==> config.mk <==
export PLATFORM = sky130hd
export DESIGN_NAME = mem_arbiter
export DESIGN_NICKNAME = d
export VERILOG_FILES = /design/src/rtl/mem_arbiter_pkg.sv /design/src/rtl/mem_arbiter_starve_cnt.sv /design/src/rtl/mem_arbiter.sv
export SDC_FILE = /design/constraint.sdc
export NUM_CORES = 1
export LEC_CHECK = 0
export CAP_MARGIN = 20
export CORE_MARGIN = 3
export CORE_UTILIZATION = 30
export CTS_BUF_LIST = sky130_fd_sc_hd__clkbuf_4 sky130_fd_sc_hd__clkbuf_8
export CTS_CLUSTER_DIAMETER = 120
export DETAILED_ROUTE_END_ITERATION = 8
export HOLD_SLACK_MARGIN = 0.05
export PLACE_DENSITY = 0.73
export SLEW_MARGIN = 20
export SYNTH_ARGS = -nofsm -noshare
export SYNTH_HDL_FRONTEND = slang
export SYNTH_SLANG_ARGS = --single-unit
==> constraint.sdc <==
create_clock -name clk -period 1.8 [get_ports clk]
set_input_delay 0.36 -clock clk [delete_from_list [all_inputs] [get_ports clk]]
set_output_delay 0.36 -clock clk [all_outputs]
set_load 0.03 [all_outputs]
==> src/rtl/mem_arbiter_pkg.sv <==
// Shared definitions for the instruction/data memory arbiter.
package mem_arbiter_pkg;

  typedef enum logic [2:0] {
    IDLE  = 3'd0,
    DREQ  = 3'd1,
    DWAIT = 3'd2,
    IREQ  = 3'd3,
    IWAIT = 3'd4
  } state_t;

  localparam int DEF_AW = 32;
  localparam int DEF_DW = 32;

endpackage

==> src/rtl/mem_arbiter_starve_cnt.sv <==
// Saturating count of consecutive instruction losses; sat forces the next grant to instruction.
module starve_cnt #(
  parameter int STARVE = 4,
  parameter int W      = $clog2(STARVE + 1)
) (
  input  logic clk,
  input  logic rst,
  input  logic inc,
  input  logic clr,
  output logic sat
);

  localparam logic [W-1:0] MAX = W'(STARVE);

  logic [W-1:0] cnt;

  always_ff @(posedge clk) begin
    if (!rst)                    cnt <= '0;
    else if (clr)                cnt <= '0;
    else if (inc && cnt != MAX)  cnt <= cnt + W'(1);
  end

  assign sat = (cnt == MAX);

endmodule

==> src/rtl/mem_arbiter.sv <==
// Single-port memory arbiter: data side wins by default, instruction side forced after STARVE losses.
module mem_arbiter
  import mem_arbiter_pkg::*;
#(
  parameter int AW     = DEF_AW,
  parameter int DW     = DEF_DW,
  parameter int STARVE = 4
) (
  input  logic          clk,
  input  logic          rst,
  input  logic          i_ireq,
  input  logic [AW-1:0] i_iaddr,
  output logic [DW-1:0] o_iinst,
  output logic          o_ivalid,
  input  logic          i_dren,
  input  logic          i_dwen,
  input  logic [AW-1:0] i_daddr,
  input  logic [DW-1:0] i_dwdata,
  output logic [DW-1:0] o_drdata,
  output logic          o_dvalid,
  output logic          o_stall,
  output logic          o_mreq,
  output logic          o_mwe,
  output logic [AW-1:0] o_maddr,
  output logic [DW-1:0] o_mwdata,
  input  logic          i_mready,
  input  logic          i_mrvalid,
  input  logic [DW-1:0] i_mrdata
);

  state_t state;
  logic   wr_q;
  logic   data_req, grant_d, grant_i, starve_sat;

  assign data_req = i_dren | i_dwen;
  assign grant_d  = (state == IDLE) && data_req && !(i_ireq && starve_sat);
  assign grant_i  = (state == IDLE) && i_ireq && !grant_d;
  // A completion pulse releases the core even if another request is still up.
  assign o_stall  = (i_ireq | data_req) && !(o_ivalid | o_dvalid);

  starve_cnt #(.STARVE(STARVE)) u_starve (
    .clk (clk),
    .rst (rst),
    .inc (grant_d & i_ireq),
    .clr (grant_i),
    .sat (starve_sat)
  );

  always_ff @(posedge clk) begin
    if (!rst) begin
      state    <= IDLE;
      wr_q     <= 1'b0;
      o_mreq   <= 1'b0;
      o_mwe    <= 1'b0;
      o_maddr  <= '0;
      o_mwdata <= '0;
      o_ivalid <= 1'b0;
      o_dvalid <= 1'b0;
      o_iinst  <= '0;
      o_drdata <= '0;
    end else begin
      o_ivalid <= 1'b0;
      o_dvalid <= 1'b0;
      unique case (state)
        IDLE: begin
          // Store wins when both load and store are raised.
          if (grant_d) begin
            state    <= DREQ;
            o_mreq   <= 1'b1;
            o_mwe    <= i_dwen;
            wr_q     <= i_dwen;
            o_maddr  <= i_daddr;
            o_mwdata <= i_dwdata;
          end else if (grant_i) begin
            state    <= IREQ;
            o_mreq   <= 1'b1;
            o_mwe    <= 1'b0;
            wr_q     <= 1'b0;
            o_maddr  <= i_iaddr;
          end
        end
        DREQ: if (i_mready) begin
          o_mreq <= 1'b0;
          o_mwe  <= 1'b0;
          if (wr_q) begin
            o_dvalid <= 1'b1;
            state    <= IDLE;
          end else begin
            state    <= DWAIT;
          end
        end
        IREQ: if (i_mready) begin
          o_mreq <= 1'b0;
          state  <= IWAIT;
        end
        DWAIT: if (i_mrvalid) begin
          o_drdata <= i_mrdata;
          o_dvalid <= 1'b1;
          state    <= IDLE;
        end
        IWAIT: if (i_mrvalid) begin
          o_iinst  <= i_mrdata;
          o_ivalid <= 1'b1;
          state    <= IDLE;
        end
        default: state <= IDLE;
      endcase
    end
  end

endmodule
Word-level counts from Yosys, hierarchy flattened. Index checks and enable logic that the tools add are counted.

Logic and storage cells: 73. Latch bits: 0. Bits of input ports: 135. Register bits: 139. Memories: 0. RAM bits: 0. Output and inout port bits: 133. Bits in read-only memories: 0.

Muxes and demuxes: 20. Eq/ne operators: 11. Shift-type cells: 0. Multipliers: 0. Add/sub/neg operators: 1. Bitwise logic cells: 5. Magnitude comparators: 0. Reduce and logical (&&, ||, !) cells: 25. Div/mod/pow operators: 0.

Operator list (count): $mux W32 (2); $mux W3 (5); $pmux W3 S4 (1); $reduce_and A2 Y1 (5); $mux W1 (8); $logic_and A1 B1 Y1 (7); $eq A3 B2 Y1 const B (2); $eq A3 B3 Y1 const B (2); $ne A3 B3 Y1 const B (2); $pmux W1 S2 (3); $reduce_and A3 Y1 (2); $reduce_bool A2 Y1 (3); $reduce_or A2 Y1 (3); $ne A2 B1 Y1 const B (2); $ne A2 B2 Y1 const B (2); $reduce_and A4 Y1 (1); $add A3 B1 Y3 const B (1); $eq A3 B1 Y1 const B (1); $logic_not A1 Y1 (3); $logic_not A3 Y1 (1); $or A1 B1 Y1 (3); $mux W2 (1); $and A1 B1 Y1 (1); $not A1 Y1 (1).

Logic depth before layout (Yosys ltp).
Depth in word-level cells: 9. Mapped depth: 8.

Modules after synthesis. A second synthesis with hierarchy kept.

Cells, all modules: 630. Area, all modules: 5539.1 um^2.

Modules (own cells, without submodules): mem_arbiter (cells an instance 612, times used 1, area an instance 5351.4 um^2); starve_cnt (cells an instance 18, times used 1, area an instance 187.7 um^2).

Least setup slack after synthesis. Ideal clock, no wire load.

Path type: input to output. Start point: input i_dwen. End point: output o_stall. Path buffers: 1. Arrival: 1.294 ns. Stages on the path: 4. Setup slack: 0.146 ns. Cell sequence: or2_2 clkbuf_1 nor2_1 nor3_1.

Word-level cells in the longest chain between the ends: 3.

Ends and longest elaborated chain: start, declared (line mem_arbiter.sv:16) `input logic i_dwen,`; $or A1 B1 Y1 (line mem_arbiter.sv:35) `assign data_req = i_dren | i_dwen;`; $or A1 B1 Y1 (line mem_arbiter.sv:39) `assign o_stall = (i_ireq | data_req) && !(o_ivalid | o_dvalid);`; $logic_and A1 B1 Y1 (line mem_arbiter.sv:39); end, declared (line mem_arbiter.sv:21) `output logic o_stall,`.

No other way between the ends.

Worst setup path after layout.
Start point: register u_starve.cnt[0]. End point: register o_mwdata[8].

Word-level cells in the longest chain between the ends: 5.

Ends and longest elaborated chain: start, declared (line mem_arbiter_starve_cnt.sv:15) `logic [W-1:0] cnt;`; start signal, assigned (line mem_arbiter_starve_cnt.sv:20) `else if (inc && cnt != MAX) cnt <= cnt + W'(1);`; $eq A3 B3 Y1 (line mem_arbiter_starve_cnt.sv:23) `assign sat = (cnt == MAX);`; $logic_and A1 B1 Y1 (line mem_arbiter.sv:36) `assign grant_d = (state == IDLE) && data_req && !(i_ireq && starve_sat);`; $logic_not A1 Y1 (line mem_arbiter.sv:36); $logic_and A1 B1 Y1 (line mem_arbiter.sv:36); $reduce_and A2 Y1 (no source line); end signal, assigned (line mem_arbiter.sv:73) `o_mwdata <= i_dwdata;`; end, declared (line mem_arbiter.sv:25) `output logic [DW-1:0] o_mwdata,`.

No other way between the ends. A chain may end at the register's enable or synchronous reset.

==> impl_metrics.toml <==
[outcome]
status = "finished, final reports clean"

[worst_setup_path]
worstSetupEndpointType = "register"
required_ns = 2.15
cp-start-kind = "register"
critical_path_arrival_ns = 1.99
ff2ff_path_depth = 8
r2r_slack_ns = 0.16
r2r_end = "o_mwdata[8]"
path_max_fanout = 25
r2r_start = "u_starve.cnt[0]"
critPathKind = "reg2reg"

[synthesis]
synth-edff-count = 0
synth_top_area_share_pct = 51.6
syn_inst = 665
async_reset_ff_share_pct = 0
synth_common_cells = "229 x nand2_1, 139 x dfxtp_1, 99 x a21boi_0"
ys_ff_latch = 139
synth_seq_area_share_pct = 51.6
syn_area_um2 = 5400
syn_area_per_cell_um2 = 8.11
ys.flop_type = "dfxtp_1"
synthesis.nets = 802
post-synth-top-count-cell = "nand2_1"
synth_area_leaders = "dfxtp_1 52%, nand2_1 16%, a21boi_0 14%"
synth_area_leader_cell = "dfxtp_1"
synth.yosys.warnings = 0
synth_cell_types = 31

[timing]
fmax_mhz = 609
relSlewSlack_pct = 67.3
fin_crit_sh_pct = 91.3
fin_worst_skew_ns = 0.00776
tightestPinTransition_ns = 0.479
drv_slew = 0
setup_ws_ns = 0.157
fin_crit_ns = 1.64
setup_viol = 0
rsz0062_at_grt = "false"
tns_ns = 0
hold_viol = 0

[place]
io_buffers = 267
place_ws_ns = -0.223
hpwl_um = 12300
place.gp.congestion = 0.786

[clock_network]
cts-htree-levels = 4
cts_tree = "built"
clock_sinks = 139
numCtsBuffers = 17
clk_pin_slew_ns = 0.08
hold_buffers = 0
clockBufferDepth = 2
cts-root-buf = "clkbuf_8"
clock_latency_ns = 0.43

[global_route]
grt_usage_pct = 17.2
grt_pass1_vias = 5218
grt_max_degree = 75
grt_pass1_wl_um = 27200
gr-total-overflow = 0
antenna_found_initial = 0

[worst_hold_path]
worstHoldStart = "rst"
hold_class = "in2reg"
min_path_cells = 3
hold_path_end = "o_maddr[0]"

[flow_run]
max_cap_viol_count = 0

[detailed_routing]
viasPerCell = 4.69
initialDrtViolationCount = 287
postRouteAntennaNets = 0
vias = 5479
wl_per_cell_um = 14.9
drtPass1Iterations = 4
drc = 0
drt_wl_total_um = 17400

[power_and_ir_drop]
power.density_nw_per_um2 = 915
ir_drop_uv = 655
power_leakage_nw = 3.82
power_mw = 8.11

[floorplanning]
start_util_pct = 30.9
core_um2 = 17500
fp-row-count = 48
die_x_um = 140
die_h_um = 140
pin_count = 268
die_area_um2 = 19600

[cells_and_area]
nFillCells = 1715
drive_gt1_share_pct = 8.16
diodes = 0
area_growth_pct = 64.1
layout.nets = 1069
## stage by stage
step | hold slack (ns) | cell area (µm²) | utilization, % | cells
global placement | 0.448 | 8550 | 48.9 | 1136
finish | 0.245 | 8860 | 50.7 | 1169
floorplan | 0.457 | 5400 | - | 665
global route | 0.214 | 8860 | 50.7 | 1169
detailed placement | 0.454 | 8550 | 48.9 | 1136
CTS | 0.212 | 8820 | 50.5 | 1167
## placed cells by master, fill, tap and decap left out, types with 2 or more instances in the layout
master / instances
inv_1: 2
dfxtp_1: 138
nand2_1: 229
buf_4: 20
nand3_2: 2
buf_6: 2
nor2_1: 4
clkinvlp_4: 3
nor2b_1: 6
a21oi_1: 68
bufinv_16: 3
o21ai_0: 35
buf_12: 13
dlymetal6s2s_1: 3
a21boi_0: 99
nor3_2: 3
clkinv_2: 2
ha_1: 2
o21a_1: 3
dlygate4sd2_1: 132
nand3_1: 2
clkbuf_8: 20
clkdlybuf4s50_1: 130
## worst max-delay path, cell delays in order, from the launching register on
cell and delay (ns):
dfxtp_2 0.36, inv_1 0.05, ha_1 0.24, nand3_2 0.12, and3_2 0.23, buf_12 0.19
buf_12 0.14, nand2_1 0.05, a21boi_0 0.16
## state kept, by name, summed over array words and instances (netlist names), 3 cells and up
signal and flops:
state 3, o_maddr 32, u_starve.cnt 3, o_drdata 32
o_mwdata 32, o_iinst 32
## how the worst max path moves through the flow
stage	start	to	slack (ns)	depth (start not counted)
finish	u_starve.cnt[0]	o_mwdata[8]	0.16	8
global route	u_starve.cnt[0]	o_mwdata[8]	0.009	8
CTS	i_dwen	o_stall	0.007	5
detailed placement	i_ireq	u_starve.cnt[2]	-0.22	4
global placement	i_dwen	o_maddr[8]	-0.19	7
floorplan	i_dwen	o_stall	0.15	4
## cell families after synthesis
logic type	count (synthesis)	share of synthesized area (%)
simple gates	260	19.6
compound gates	210	24.4
flops	139	51.6
buf+inv	54	4.01
fa+ha+maj	2	0.464
## layer usage
metal | global-route usage [%] | wire length (µm)
met5 | 0 | 0
met1 | 20.0 | 7200
met3 | 8.16 | 1700
met4 | 4.74 | 306
met2 | 28.4 | 8170
## power breakdown
| part | total, mW | switching, mW | internal [mW] |
|---|---|---|---|
| registers | 3.42 | 0.113 | 3.30 |
| clock network | 2.70 | 1.21 | 1.49 |
| logic | 1.99 | 1.14 | 0.852 |
## area by class of cell
type	count	area [µm²]	share of cell area, %
Multi-Input combinational cell	472	2430	27.5
Sequential cell	139	2780	31.4
Clock buffer	21	283	3.19
Clock inverter	10	140	1.58
Timing Repair Buffer	300	2930	33.1
Tap cell	225	282	3.18
Inverter	2	7.51	0.0848
## timing repair
action,CTS,global route
setup buffers,0,2
pin swaps,0,2
cloned,0,0
setup endpoints to repair,133,29
gates resized for setup,136,7
Note: power is estimated with default switching activity, not from simulation.
